$ cat src/rtl/psk_ctrl_pkg.sv
`default_nettype none
// ============================================================================
// psk_ctrl_pkg : link-sequencer state encoding and shared Tx/Rx config defaults
// Revision     : 1.0
// ============================================================================
package psk_ctrl_pkg;

    typedef enum logic [2:0] {
        ST_FLUSH   = 3'd0,
        ST_ACQUIRE = 3'd1,
        ST_LOCKED  = 3'd2,
        ST_DRAIN   = 3'd3,
        ST_APPLY   = 3'd4,
        ST_FAIL    = 3'd5
    } psk_state_e;

    localparam logic [3:0] PSK_DEFAULT_MODE     = 4'd4;
    localparam logic [7:0] PSK_DEFAULT_DELAY    = 8'd8;
    localparam logic [3:0] PSK_DEFAULT_GARDNER  = 4'd3;
    localparam logic [3:0] PSK_DEFAULT_FEEDBACK = 4'd0;

    // States in which a mode request may be taken.
    function automatic logic req_allowed(input psk_state_e s);
        return (s == ST_ACQUIRE) || (s == ST_LOCKED) || (s == ST_FAIL);
    endfunction

endpackage
`default_nettype wire

$ cat src/rtl/sat_counter.sv
`default_nettype none
// ============================================================================
// sat_counter : saturating event counter; hit flags the cycle the count
//               reaches LIMIT (or any cycle it sits there).
// Revision    : 1.0
// ============================================================================
module sat_counter #(
    parameter int unsigned LIMIT = 16,
    parameter int unsigned WIDTH = $clog2(LIMIT) + 1
) (
    input  logic clk,
    input  logic rst_n,
    input  logic clr,
    input  logic inc,
    output logic hit
);

    localparam logic [WIDTH-1:0] LIM = WIDTH'(LIMIT);

    logic [WIDTH-1:0] cnt_q;
    logic [WIDTH-1:0] cnt_d;

    always_comb begin
        cnt_d = cnt_q;
        if (clr) begin
            cnt_d = '0;
        end else if (inc && (cnt_q != LIM)) begin
            cnt_d = cnt_q + 1'b1;
        end
    end

    always_ff @(posedge clk or negedge rst_n) begin
        if (!rst_n) begin
            cnt_q <= '0;
        end else begin
            cnt_q <= cnt_d;
        end
    end

    assign hit = !clr && ((cnt_q == LIM) || (inc && (cnt_q == LIM - 1'b1)));

endmodule
`default_nettype wire

$ cat src/rtl/psk_link_ctrl.sv
`default_nettype none
// ============================================================================
// psk_link_ctrl : runtime PSK link sequencer (drain Tx, apply mode, flush Rx,
//                 supervise lock with timeout/retry).
// Revision      : 1.0
// ============================================================================
module psk_link_ctrl
    import psk_ctrl_pkg::*;
#(
    parameter logic [3:0]  DEFAULT_MODE     = PSK_DEFAULT_MODE,
    parameter logic [7:0]  DEFAULT_DELAY    = PSK_DEFAULT_DELAY,
    parameter logic [3:0]  DEFAULT_GARDNER  = PSK_DEFAULT_GARDNER,
    parameter logic [3:0]  DEFAULT_FEEDBACK = PSK_DEFAULT_FEEDBACK,
    parameter int unsigned FLUSH_CYCLES     = 16,
    parameter int unsigned LOCK_HOLD        = 32,
    parameter int unsigned LOCK_TIMEOUT     = 4096,
    parameter int unsigned LOSS_CYCLES      = 64,
    parameter int unsigned DRAIN_TIMEOUT    = 1024,
    parameter int unsigned MAX_RETRY        = 3
) (
    input  logic       clk_1M024,
    input  logic       rst_n_1M024,
    input  logic [3:0] mode_req,
    input  logic       mode_req_valid,
    output logic       mode_req_ready,
    input  logic       tx_data_tvalid,
    input  logic       tx_data_tlast,
    input  logic       rx_valid,
    output logic [3:0] MODE_CTRL,
    output logic [7:0] DELAY_CNT,
    output logic [3:0] GARDNER_SHIFT,
    output logic [3:0] FEEDBACK_SHIFT,
    output logic       tx_enable,
    output logic       rx_flush,
    output logic       link_up,
    output logic       link_fail,
    output logic [2:0] state_dbg
);

    localparam int unsigned      RETRY_W   = $clog2(MAX_RETRY) + 1;
    localparam logic [RETRY_W-1:0] RETRY_MAX = RETRY_W'(MAX_RETRY);

    logic [1:0]         rst_sync_q;
    logic               rst_n_int;
    psk_state_e         state_q, state_d;
    logic [3:0]         mode_q, mode_d;
    logic [3:0]         pending_q, pending_d;
    logic [RETRY_W-1:0] retry_q, retry_d, retry_inc;
    logic               ready_q, tx_en_q, rx_flush_q, link_up_q, link_fail_q;
    logic               accept;
    logic               flush_hit, lock_hit, to_hit, loss_hit, drain_hit;
    logic               in_flush, in_acq, in_locked, in_drain;

    // Assert asynchronously, release two clocks after the pin goes high.
    always_ff @(posedge clk_1M024 or negedge rst_n_1M024) begin
        if (!rst_n_1M024) begin
            rst_sync_q <= 2'b00;
        end else begin
            rst_sync_q <= {rst_sync_q[0], 1'b1};
        end
    end
    assign rst_n_int = rst_sync_q[1];

    assign in_flush  = (state_q == ST_FLUSH);
    assign in_acq    = (state_q == ST_ACQUIRE);
    assign in_locked = (state_q == ST_LOCKED);
    assign in_drain  = (state_q == ST_DRAIN);

    sat_counter #(.LIMIT(FLUSH_CYCLES)) u_flush_cnt (
        .clk(clk_1M024), .rst_n(rst_n_int),
        .clr(!in_flush), .inc(1'b1), .hit(flush_hit)
    );

    sat_counter #(.LIMIT(LOCK_HOLD)) u_lock_cnt (
        .clk(clk_1M024), .rst_n(rst_n_int),
        .clr(!in_acq || !rx_valid), .inc(rx_valid), .hit(lock_hit)
    );

    sat_counter #(.LIMIT(LOCK_TIMEOUT)) u_timeout_cnt (
        .clk(clk_1M024), .rst_n(rst_n_int),
        .clr(!in_acq), .inc(1'b1), .hit(to_hit)
    );

    sat_counter #(.LIMIT(LOSS_CYCLES)) u_loss_cnt (
        .clk(clk_1M024), .rst_n(rst_n_int),
        .clr(!in_locked || rx_valid), .inc(1'b1), .hit(loss_hit)
    );

    sat_counter #(.LIMIT(DRAIN_TIMEOUT)) u_drain_cnt (
        .clk(clk_1M024), .rst_n(rst_n_int),
        .clr(!in_drain), .inc(1'b1), .hit(drain_hit)
    );

    assign accept    = mode_req_valid && ready_q;
    assign retry_inc = (retry_q == RETRY_MAX) ? retry_q : retry_q + 1'b1;

    // An accepted request takes priority over lock, timeout and loss events.
    always_comb begin
        state_d   = state_q;
        mode_d    = mode_q;
        pending_d = pending_q;
        retry_d   = retry_q;
        case (state_q)
            ST_FLUSH: begin
                if (flush_hit) state_d = ST_ACQUIRE;
            end
            ST_ACQUIRE: begin
                if (accept) begin
                    pending_d = mode_req;
                    state_d   = ST_DRAIN;
                end else if (lock_hit) begin
                    retry_d = '0;
                    state_d = ST_LOCKED;
                end else if (to_hit) begin
                    retry_d = retry_inc;
                    state_d = (retry_inc < RETRY_MAX) ? ST_FLUSH : ST_FAIL;
                end
            end
            ST_LOCKED: begin
                if (accept) begin
                    if (mode_req != mode_q) begin
                        pending_d = mode_req;
                        state_d   = ST_DRAIN;
                    end
                end else if (loss_hit) begin
                    retry_d = '0;
                    state_d = ST_FLUSH;
                end
            end
            ST_DRAIN: begin
                if ((tx_data_tvalid && tx_data_tlast) || drain_hit) state_d = ST_APPLY;
            end
            ST_APPLY: begin
                mode_d  = pending_q;
                retry_d = '0;
                state_d = ST_FLUSH;
            end
            ST_FAIL: begin
                if (accept) begin
                    pending_d = mode_req;
                    state_d   = ST_DRAIN;
                end
            end
            default: state_d = ST_FLUSH;
        endcase
    end

    // Outputs are registered from the next state so they align with it.
    always_ff @(posedge clk_1M024 or negedge rst_n_int) begin
        if (!rst_n_int) begin
            state_q     <= ST_FLUSH;
            mode_q      <= DEFAULT_MODE;
            pending_q   <= DEFAULT_MODE;
            retry_q     <= '0;
            ready_q     <= 1'b0;
            tx_en_q     <= 1'b0;
            rx_flush_q  <= 1'b1;
            link_up_q   <= 1'b0;
            link_fail_q <= 1'b0;
        end else begin
            state_q     <= state_d;
            mode_q      <= mode_d;
            pending_q   <= pending_d;
            retry_q     <= retry_d;
            ready_q     <= req_allowed(state_d) && !accept;
            tx_en_q     <= (state_d != ST_APPLY);
            rx_flush_q  <= (state_d == ST_FLUSH);
            link_up_q   <= (state_d == ST_LOCKED);
            link_fail_q <= (state_d == ST_FAIL);
        end
    end

    assign mode_req_ready = ready_q;
    assign MODE_CTRL      = mode_q;
    assign DELAY_CNT      = DEFAULT_DELAY;
    assign GARDNER_SHIFT  = DEFAULT_GARDNER;
    assign FEEDBACK_SHIFT = DEFAULT_FEEDBACK;
    assign tx_enable      = tx_en_q;
    assign rx_flush       = rx_flush_q;
    assign link_up        = link_up_q;
    assign link_fail      = link_fail_q;
    assign state_dbg      = state_q;

endmodule
`default_nettype wire

$ cat config.mk
export PLATFORM = sky130hd
export DESIGN_NAME = psk_link_ctrl
export DESIGN_NICKNAME = d
export VERILOG_FILES = /design/src/rtl/psk_ctrl_pkg.sv /design/src/rtl/sat_counter.sv /design/src/rtl/psk_link_ctrl.sv
export SDC_FILE = /design/constraint.sdc
export NUM_CORES = 1
export LEC_CHECK = 0
export ABC_AREA = 1
export BUFFER_PORTS_ARGS = -buffer_cell sky130_fd_sc_hd__buf_2
export CAP_MARGIN = 20
export CORE_MARGIN = 3
export CORE_UTILIZATION = 45
export DETAILED_ROUTE_END_ITERATION = 8
export PLACE_DENSITY = 0.64
export REMOVE_ABC_BUFFERS = 1
export SYNTH_ARGS = -nofsm -noshare
export SYNTH_HDL_FRONTEND = slang
export SYNTH_HIERARCHICAL = 1
export SYNTH_SLANG_ARGS = --single-unit
$ cat constraint.sdc
create_clock -name clk_1M024 -period 2.2 [get_ports clk_1M024]
set_input_delay 0.44 -clock clk_1M024 [delete_from_list [all_inputs] [get_ports clk_1M024]]
set_output_delay 0.44 -clock clk_1M024 [all_outputs]
set_load 0.05 [all_outputs]
## Word level (Yosys, flattened, before mapping)

Index checks and enable logic that the tools add are counted.

- Output and inout bits: 28
- Bits of input ports: 10
- Word-level logic and storage cells: 125
- Register bits: 63

- Order comparisons: 1
- Mux-type cells: 32
- Reduce and logical (&&, ||, !) cells: 35
- Equal/unequal tests: 36
- Add/sub/neg operators: 6

Operators by type and width:

| cell | number |
|---|---|
| $mux W3 | 16 |
| $mux W13 | 2 |
| $mux W11 | 2 |
| $pmux W3 S5 | 1 |
| $mux W7 | 2 |
| $add A13 B1 Y13 const B | 1 |
| $eq A13 B12 Y1 const B | 1 |
| $eq A13 B13 Y1 const B | 1 |
| $ne A13 B13 Y1 const B | 1 |
| $eq A3 B2 Y1 const B | 4 |
| $mux W4 | 3 |
| $mux W6 | 2 |
| $add A11 B1 Y11 const B | 1 |
| $eq A11 B10 Y1 const B | 1 |
| $eq A11 B11 Y1 const B | 1 |
| $ne A11 B11 Y1 const B | 1 |
| $logic_and A1 B1 Y1 | 10 |
| $logic_or A1 B1 Y1 | 10 |
| $mux W5 | 2 |
| $ne A2 B1 Y1 const B | 5 |
| $eq A3 B3 Y1 const B | 3 |
| $pmux W3 S3 | 1 |
| $ne A2 B2 Y1 const B | 4 |
| $pmux W4 S2 | 1 |
| 24 further kinds | 34 |

## Longest topological paths before layout

Gate-level depths: netlist (run 1).

- Word-level depth: 12
- Depth in mapped cells: 15
- Mapped depth without buffers: 15

## Modules after synthesis

Netlist (run 1), hierarchy kept.

By module, submodules not included:

| module | area an instance (um^2) | cells each | instances | seq. area each (um^2) |
|---|---|---|---|---|
| psk_link_ctrl | 1327.5 | 164 | 1 | 529.3 |
| sat_counter (u_timeout_cnt) | 952.2 | 143 | 1 | 325.3 |
| sat_counter (u_drain_cnt) | 817.0 | 103 | 1 | 275.3 |
| sat_counter (u_loss_cnt) | 462.9 | 62 | 1 | 175.2 |
| sat_counter (u_lock_cnt) | 451.7 | 59 | 1 | 150.1 |
| sat_counter (u_flush_cnt) | 345.3 | 43 | 1 | 125.1 |

## Worst setup path after synthesis (run 1)

Ideal clock, no wire load.

- Path kind: register to register
- Start: register state_q[1], in the netlist state_dbg[1]
- End: register ready_q, in the netlist mode_req_ready
- Buffers on the path: 1
- Period minus slack after synthesis: 2.214 ns
- Required time: 2.127 ns
- Path slack: -0.014 ns
- Setup time: 0.073 ns
- Arrival: 2.141 ns
- Cell stages (with the launch flop): 15
- Cells stage by stage: dfrtp_1 nand2_1 nor2_1 inv_1 inv_1 buf_6 o21a_1 a21oi_1 nand2_1 nand2_1 nor2_1 nand2_1 inv_2 nand3_2 a21oi_2

- Elaborated cells on any way between the ends: 33
- Classes of those cells: eq/ne (7); mux (10); reduce/logical (16)

RTL lines:

| what | RTL line | source |
|---|---|---|
| start: declaration | psk_link_ctrl.sv:45 | `psk_state_e state_q, state_d;` |
| start signal: assignment | psk_link_ctrl.sv:161 | `state_q <= state_d;` |
| $eq A3 B2 Y1 * | psk_link_ctrl.sv:67 | `assign in_drain = (state_q == ST_DRAIN);` |
| $logic_and A1 B1 Y1 * | sat_counter.sv:40 | `assign hit = !clr && ((cnt_q == LIM) \|\| (inc && (cnt_q == LIM - 1'b1)));` |
| net drain_hit | psk_link_ctrl.sv:51 | `logic flush_hit, lock_hit, to_hit, loss_hit, drain_hit;` |
| $logic_or A1 B1 Y1 * | psk_link_ctrl.sv:131 | `if ((tx_data_tvalid && tx_data_tlast) \|\| drain_hit) state_d = ST_APPLY;` |
| $mux W3 * | psk_link_ctrl.sv:131 |  |
| $pmux W3 S5 * | psk_link_ctrl.sv:103 | `case (state_q)` |
| $eq A3 B1 Y1 / $eq A3 B2 Y1 (equally long branches) | psk_ctrl_pkg.sv:24 | `return (s == ST_ACQUIRE) \|\| (s == ST_LOCKED) \|\| (s == ST_FAIL);` |
| $logic_or A1 B1 Y1 | psk_ctrl_pkg.sv:24 |  |
| $logic_or A1 B1 Y1 * | psk_ctrl_pkg.sv:24 |  |
| $logic_and A1 B1 Y1 * | psk_link_ctrl.sv:165 | `ready_q <= req_allowed(state_d) && !accept;` |
| end signal: assignment | psk_link_ctrl.sv:165 |  |
| end: declaration | psk_link_ctrl.sv:49 | `logic ready_q, tx_en_q, rx_flush_q, link_up_q, link_fail_q;` |

Mark *: on every way through the listed nets, which the timed path passes. The rest lies on a longest branch.
A chain may end at the register's enable or synchronous reset.

## Final worst setup path (run 1)

- Start: register u_timeout_cnt.cnt_q[0]
- End: register ready_q, in the netlist mode_req_ready

- Longest elaborated chain between the ends: 11
- Elaborated cells on any way between the ends: 14
- Classes of those cells: eq/ne (5); mux (4); reduce/logical (5)

Ends and longest elaborated chain:

| what | RTL line | source |
|---|---|---|
| start: declaration | sat_counter.sv:20 | `logic [WIDTH-1:0] cnt_q;` |
| start signal: assignment | sat_counter.sv:36 | `cnt_q <= cnt_d;` |
| $eq A13 B13 Y1 / $eq A13 B12 Y1 (equally long branches) | sat_counter.sv:40 |  |
| $logic_or A1 B1 Y1 * | sat_counter.sv:40 |  |
| $logic_and A1 B1 Y1 * | sat_counter.sv:40 |  |
| net to_hit | psk_link_ctrl.sv:51 |  |
| $mux W3 * | psk_link_ctrl.sv:114 | `end else if (to_hit) begin` |
| $mux W3 * | psk_link_ctrl.sv:111 | `end else if (lock_hit) begin` |
| $mux W3 * | psk_link_ctrl.sv:108 | `if (accept) begin` |
| $pmux W3 S5 * | psk_link_ctrl.sv:103 |  |
| net state_d[1] | psk_link_ctrl.sv:45 |  |
| $eq A3 B1 Y1 / $eq A3 B2 Y1 (equally long branches) | psk_ctrl_pkg.sv:24 |  |
| $logic_or A1 B1 Y1 | psk_ctrl_pkg.sv:24 |  |
| $logic_or A1 B1 Y1 * | psk_ctrl_pkg.sv:24 |  |
| $logic_and A1 B1 Y1 * | psk_link_ctrl.sv:165 |  |

Marks and branches as above.

==> results.sh, run 1 <==
export IMPL_viasPerCell=4.73
export IMPL_die_w_um=104
export IMPL_worst_r2r_setup_slack_ns=0.24
export IMPL_async_reset_ff_share_pct=100
export IMPL_firstDrtPassIters=4
export IMPL_gr_total_overflow=0
export IMPL_drc=0
export IMPL_diodes=0
export IMPL_crit_path_end_kind="flip-flop"
export IMPL_hold_viol_final=0
export IMPL_yosys_top_cells_area="dfrtp_1, nand2_1, nand3_1"
export IMPL_die_area_mm2=0.0109
export IMPL_synth_avg_cell_area_um2=7.59
export IMPL_cts_tree="built"
export IMPL_p_leak_nw=2.47
export IMPL_fmax_ghz=0.509
export IMPL_synth_ff_type="dfrtp_1"
export IMPL_hp_class="reg -> async"
export IMPL_routed_wl_mm=8.51
export IMPL_synth_top_area_share_pct=34.5
export IMPL_dp_cells=736
export IMPL_fin_crit_sh_pct=89.3
export IMPL_combPwrFrac_pct=40.9
export IMPL_vdd_ir_drop_max_v=0.000386
export IMPL_clockBufferDepth=2
export IMPL_mostFrequentLayoutCell="nand2_1"
export IMPL_coreArea_mm2=0.00933
export IMPL_synthDistinctLibCells=39
export IMPL_cpPeakStageDelay_ns=0.40
export IMPL_crit_required_ns=2.47
export IMPL_ios=38
export IMPL_dpl_hpwl_mm=6.27
export IMPL_crit_type="reg -> reg"
export IMPL_synth_seq_area_share_pct=36.3
export IMPL_place_congestion=0.802
export IMPL_power_switching_mw=1.92
export IMPL_cts_buffers=9
export IMPL_ys_ff_latch=63
export IMPL_htree_levels=3
export IMPL_switching_share_pct=44.6
export IMPL_p_clk_share_pct=23.5
export IMPL_setup_viol=0
export IMPL_drv_cap=0
export IMPL_die_h_um=104
export IMPL_vias=3581
export IMPL_cp_cell_sequence="ha_2, nand2_1, nor2_2, nand3_1, inv_2, nand3_1, a21oi_2, inv_1, nand2_1, nand3_1, nand2_1, nand4_2, clkinv_1, nand2_2, a21oi_2"
export IMPL_nets=645
export IMPL_clk_latency_ns=0.34
export IMPL_seqPwrFrac_pct=35.6
export IMPL_synth_edf_count=0
export IMPL_rows=35
export IMPL_layout_common_cells="nand2_1, inv_1, dfrtp_1, nand3_1, nor2_1"
export IMPL_grt_pass1_vias=3328
export IMPL_drive_above_1_share_pct=22.0
export IMPL_drv_slew=0
export IMPL_cp_start_kind="flip-flop"
export IMPL_r2r_end="mode_req_ready"
export IMPL_antenna_found_initial=0
export IMPL_fin_tns_setup_ns=0
export IMPL_area_growth_syn_to_layout_pct=11.5
export IMPL_clock_root_buffer="clkbuf_8"
export IMPL_initial_core_util_pct=46.7
export IMPL_fin_cells=757
export IMPL_antenna_left=0
export IMPL_status="finished clean"
export IMPL_timing_rr_start="u_timeout_cnt/cnt_q[0]"
export IMPL_drtIter0Drc=157
export IMPL_place_port_buffers=21
export IMPL_finalCriticalPeriod_ns=1.96
export IMPL_synth_area_mm2=0.00436
export IMPL_critPathArrivalTime_ns=2.23
export IMPL_wl_per_cell_um=11.2
export IMPL_grt_pass1_wl_mm=15.1
export IMPL_clkTransAtPathRegs_ns=0.08
export IMPL_n_fill_cell=913
export IMPL_synthCells=574
export IMPL_crit_fanout=4
export IMPL_track_usage_pct=16.5
export IMPL_p_per_area_mw_per_mm2=886
export IMPL_p_int_mw=2.38
export IMPL_ff2ff_path_depth=15
export IMPL_cts_sinks=63
export IMPL_grt_max_degree=62
export IMPL_finalClockSkew_ns=0.00964
export IMPL_ys_warn_count=6
export IMPL_synth_top_area_cell="dfrtp_1"
export IMPL_slowest_stage="dfrtp_1"
-- critical path, delay by kind of cell, from the launching register on --
family          cells  cell delay [ns]
buf+inv             3             0.27
fa+ha+maj           1             0.22
flops               1             0.40
compound gates      2             0.27
simple gates        9             0.76
-- synth_stat cells, types with 7 or more instances --
| cell | instances |
|---|---|
| nand2_4 | 7 |
| nand2_1 | 171 |
| nand4_1 | 26 |
| o21ai_1 | 8 |
| nor2_2 | 10 |
| inv_1 | 62 |
| nand3_2 | 11 |
| xor2_1 | 9 |
| nor2_4 | 7 |
| a21oi_2 | 7 |
| ha_1 | 12 |
| nand3_1 | 56 |
| buf_4 | 17 |
| nand2_2 | 8 |
| dfrtp_1 | 60 |
| inv_2 | 13 |
| nor2_1 | 40 |
| a21oi_1 | 7 |
-- cell type report --
cell class              count  area [um2]  area share, %
clock buffers               9         124           2.55
multi-input cells         436        2400           49.4
repair buffers             34         218           4.48
flip-flops and latches     63        1580           32.6
inverters                  79         300           6.18
well taps                 129         161           3.32
clock inverters             7        73.8           1.52
-- kinds of logic (layout without fill, tap and decap cells) --
family	Yosys count	after routing	share of synthesized area, %
and+or+nand+nor	354	354	42.2
buffers and inverters	103	129	11.4
DFF	63	63	36.3
AOI/OAI and AO/OA	30	30	4.45
adders and majority gates	12	12	3.45
xor gates and xnor gates	10	10	2.01
other	2	30	0.172
-- state kept, by name (all words and copies together), names as in the netlist --
register / count
u_timeout_cnt/cnt_q: 13
state_dbg: 3
u_drain_cnt/cnt_q: 11
rx_flush: 1
retry_q: 3
u_lock_cnt/cnt_q: 6
mode_req_ready: 1
MODE_CTRL: 4
link_up: 1
pending_q: 4
u_flush_cnt/cnt_q: 5
u_loss_cnt/cnt_q: 7
rst_sync_q: 2
tx_enable: 1
link_fail: 1
-- per-stage QoR --
step	hold WS [ns]	instance area [um2]	total power, mW	worst slack, ns	utilization [%]
6_report	0.276	4860	4.31	0.235	52.1
3_5_place_dp	0.228	4600	3.32	0.170	49.4
4_1_cts	0.302	4810	4.35	0.151	51.6
2_1_floorplan	0.144	4260	2.94	-0.0685	-
3_3_place_gp	0.225	4600	3.28	0.249	49.4
5_1_grt	0.324	4860	4.64	-0.0373	52.1
-- routing by layer --
layer	vias up	track usage, %	wire (um)
met5	-	0	0
met4	0	4.46	32
met3	2	3.60	240
met2	40	26.4	4090
met1	1662	22.5	4150
li1	1877	-	-
-- worst max path at each step --
stage,to,from,cells past startpoint
global route,rx_flush,u_timeout_cnt/cnt_q[0],15
floorplan,mode_req_ready,state_dbg[1],13
global placement,rx_flush,u_timeout_cnt/cnt_q[1],15
CTS,rx_flush,u_timeout_cnt/cnt_q[1],15
finish,mode_req_ready,u_timeout_cnt/cnt_q[0],15
detailed placement,rx_flush,u_timeout_cnt/cnt_q[1],15
-- power by group through the flow --
| stage | clock network, mW | registers (mW) | logic [mW] |
|---|---|---|---|
| 6_report | 1.01 | 1.53 | 1.76 |
| 5_1_grt | 1.10 | 1.57 | 1.96 |
| 4_1_cts | 1.05 | 1.54 | 1.76 |
| 3_5_place_dp | 0 | 1.56 | 1.76 |
| 3_3_place_gp | 0 | 1.55 | 1.73 |
| 2_1_floorplan | 0 | 1.83 | 1.11 |
-- repair_timing --
| item | CTS | global route |
|---|---|---|
| hold endpoints to repair | 2 | 0 |
| endpoints found under the setup margin | 0 | 5 |
| gates resized for setup | 0 | 7 |
| setup buffers | 0 | 4 |
| hold buffers | 1 | 0 |
No activity file was read; power rests on OpenSTA's default activity.
==> inputs of run 2 (changes only) <==
--- a/config.mk
+++ b/config.mk
@@ -8,7 +8,8 @@
 export ABC_AREA = 1
 export BUFFER_PORTS_ARGS = -buffer_cell sky130_fd_sc_hd__buf_2
 export CAP_MARGIN = 20
-export CORE_MARGIN = 3
+export CORE_ASPECT_RATIO = 1.5
+export CORE_MARGIN = 2
 export CORE_UTILIZATION = 45
 export DETAILED_ROUTE_END_ITERATION = 8
 export PLACE_DENSITY = 0.64
==> run 2 against run 1 <==
  * Wire length increased by 7.1%
  * Combinational power up 3%
  * Register-to-register slack got worse by 0.11 ns
  * Global-route usage grew 1.8 points
  * Clock power rose by 45%
  * Non-clock buffer count unchanged
  * First-iteration DRC count up 13%
  * Count of clock-buffer cells in the layout is 4 higher
  * Critical path type unchanged
  * Critical endpoint is now retry_q[0]
==> results.sh, run 2 (synthesis gave the netlist of run 1 again) <==
export IMPL_status="finished clean"
export IMPL_area_growth_syn_to_layout_pct=14.2
export IMPL_ios=38
export IMPL_drv_cap=0
export IMPL_wl_per_cell_um=12.3
export IMPL_grt_max_degree=24
export IMPL_drc=0
export IMPL_grt_pass1_wl_mm=15.9
export IMPL_crit_required_ns=2.45
export IMPL_post_place_ws_ns=0.0729
export IMPL_coreArea_mm2=0.00958
export IMPL_cpPeakStageDelay_ns=0.39
export IMPL_track_usage_pct=18.3
export IMPL_worst_r2r_setup_slack_ns=0.12
export IMPL_routed_wl_mm=9.12
export IMPL_largest_reg_flops=13
export IMPL_clockBufferDepth=2
export IMPL_n_fill_cell=926
export IMPL_place_congestion=0.829
export IMPL_regMostFlops="u_timeout_cnt/cnt_q"
export IMPL_finalClockSkew_ns=0.00660
export IMPL_setup_slack_ns=0.125
export IMPL_crit_fanout=5
export IMPL_rows=44
export IMPL_hp_class="reg -> async"
export IMPL_reg_top3="u_timeout_cnt/cnt_q (13), u_drain_cnt/cnt_q (11), u_loss_cnt/cnt_q (7)"
export IMPL_ff2ff_path_depth=14
export IMPL_cp_startpoint="u_timeout_cnt/cnt_q[0]"
export IMPL_drv_slew=0
export IMPL_firstDrtPassIters=5
export IMPL_path_delay_family="simple AND/OR/NAND/NOR gates"
export IMPL_nets=645
export IMPL_timing_rr_start="u_timeout_cnt/cnt_q[0]"
export IMPL_fin_tns_setup_ns=0
export IMPL_fmax_ghz=0.482
export IMPL_die_h_um=125
export IMPL_r2r_end="retry_q[0]"
export IMPL_htree_levels=3
export IMPL_cts_tree="built"
export IMPL_clock_root_buffer="clkbuf_16"
export IMPL_die_w_um=84.3
export IMPL_whs_ns=0.233
export IMPL_cp_start_kind="flip-flop"
export IMPL_p_per_area_mw_per_mm2=971
export IMPL_crit_type="reg -> reg"
export IMPL_antenna_left=0
export IMPL_cp_cell_sequence="ha_2, nand2_1, nor2_2, nand3_2, inv_2, nand3_2, a21oi_2, inv_2, buf_4, nand2_2, nand2_4, nor2_8, nand3_2, o21ai_1"
export IMPL_cp_num_buf_inv=3
export IMPL_crit_path_end_kind="flip-flop"
export IMPL_drtIter0Drc=178
export IMPL_cts_sinks=63
export IMPL_vias=3662
export IMPL_clkTransAtPathRegs_ns=0.05
export IMPL_initial_core_util_pct=45.5
export IMPL_slowest_stage="dfrtp_1"
export IMPL_viasPerCell=4.93
export IMPL_diodes=0
export IMPL_cts_buffers=9
export IMPL_power_mw=4.83
export IMPL_hold_viol_final=0
export IMPL_finalCriticalPeriod_ns=2.08
export IMPL_path_common_cell="nand3_2"
export IMPL_grt_pass1_vias=3633
export IMPL_critPathArrivalTime_ns=2.32
export IMPL_setup_viol=0
export IMPL_gr_total_overflow=0
export IMPL_p_leak_nw=2.53
export IMPL_dpl_hpwl_mm=6.55
export IMPL_die_area_mm2=0.0105
export IMPL_antenna_found_initial=0
export IMPL_clk_latency_ns=0.33
export IMPL_cp_num_cells=14
export IMPL_vdd_ir_drop_max_v=0.000793
export IMPL_mostFrequentLayoutCell="nand2_1"
export IMPL_fin_util_pct=51.9
export IMPL_layout_common_cells="nand2_1, inv_1, dfrtp_1, nand3_1, nor2_1"
export IMPL_fin_crit_sh_pct=94.3
export IMPL_place_port_buffers=21
export IMPL_drive_above_1_share_pct=23.2
[run 2: worst max-delay path by stage]
stage	endpoint	slack [ns]
after floorplan	mode_req_ready	-0.07
after global placement	retry_q[0]	0.20
after detailed placement	mode_req_ready	0.07
after CTS	mode_req_ready	0.06
after global routing	mode_req_ready	-0.04
final	retry_q[0]	0.12
[run 2: layout make-up]
class / instances / area, um2 / area share [%]
clock inverter: 3 / 40.0 / 0.805
multi-input combinational: 436 / 2430 / 48.9
inverter: 79 / 300 / 6.03
tap: 115 / 144 / 2.89
sequential: 63 / 1580 / 31.8
clock buffer: 13 / 270 / 5.43
timing repair buffer: 34 / 205 / 4.12
[run 2: through the flow]
stage / std cells / instance area (um2)
detailed placement: 722 / 4570
finish: 743 / 4980
global route: 743 / 4980
global placement: 722 / 4570
CTS: 739 / 4890
floorplan: 578 / 4260
[run 2: where the power goes]
group	total (mW)	switching (mW)	internal (mW)	leakage [nW]
logic	1.82	1.31	0.511	1.55
registers	1.56	0.187	1.37	0.827
clock network	1.46	0.493	0.965	0.156
[run 2: timing repair]
item	4_1_cts	5_1_grt
hold buffers	1	0
setup buffers	0	4
resized for setup	0	17
setup endpoints to repair	0	7
endpoints found under the hold margin	2	0
[run 2: routing by layer]
layer / track usage (%) / wire [um] / up-vias / share of wire (%)
met5: 0 / 0 / - / 0
met4: 6.63 / 57 / 0 / 0.63
met1: 22.2 / 3990 / 1735 / 44
li1: - / - / 1877 / -
met3: 3.78 / 239 / 4 / 2.6
met2: 31.7 / 4830 / 46 / 53
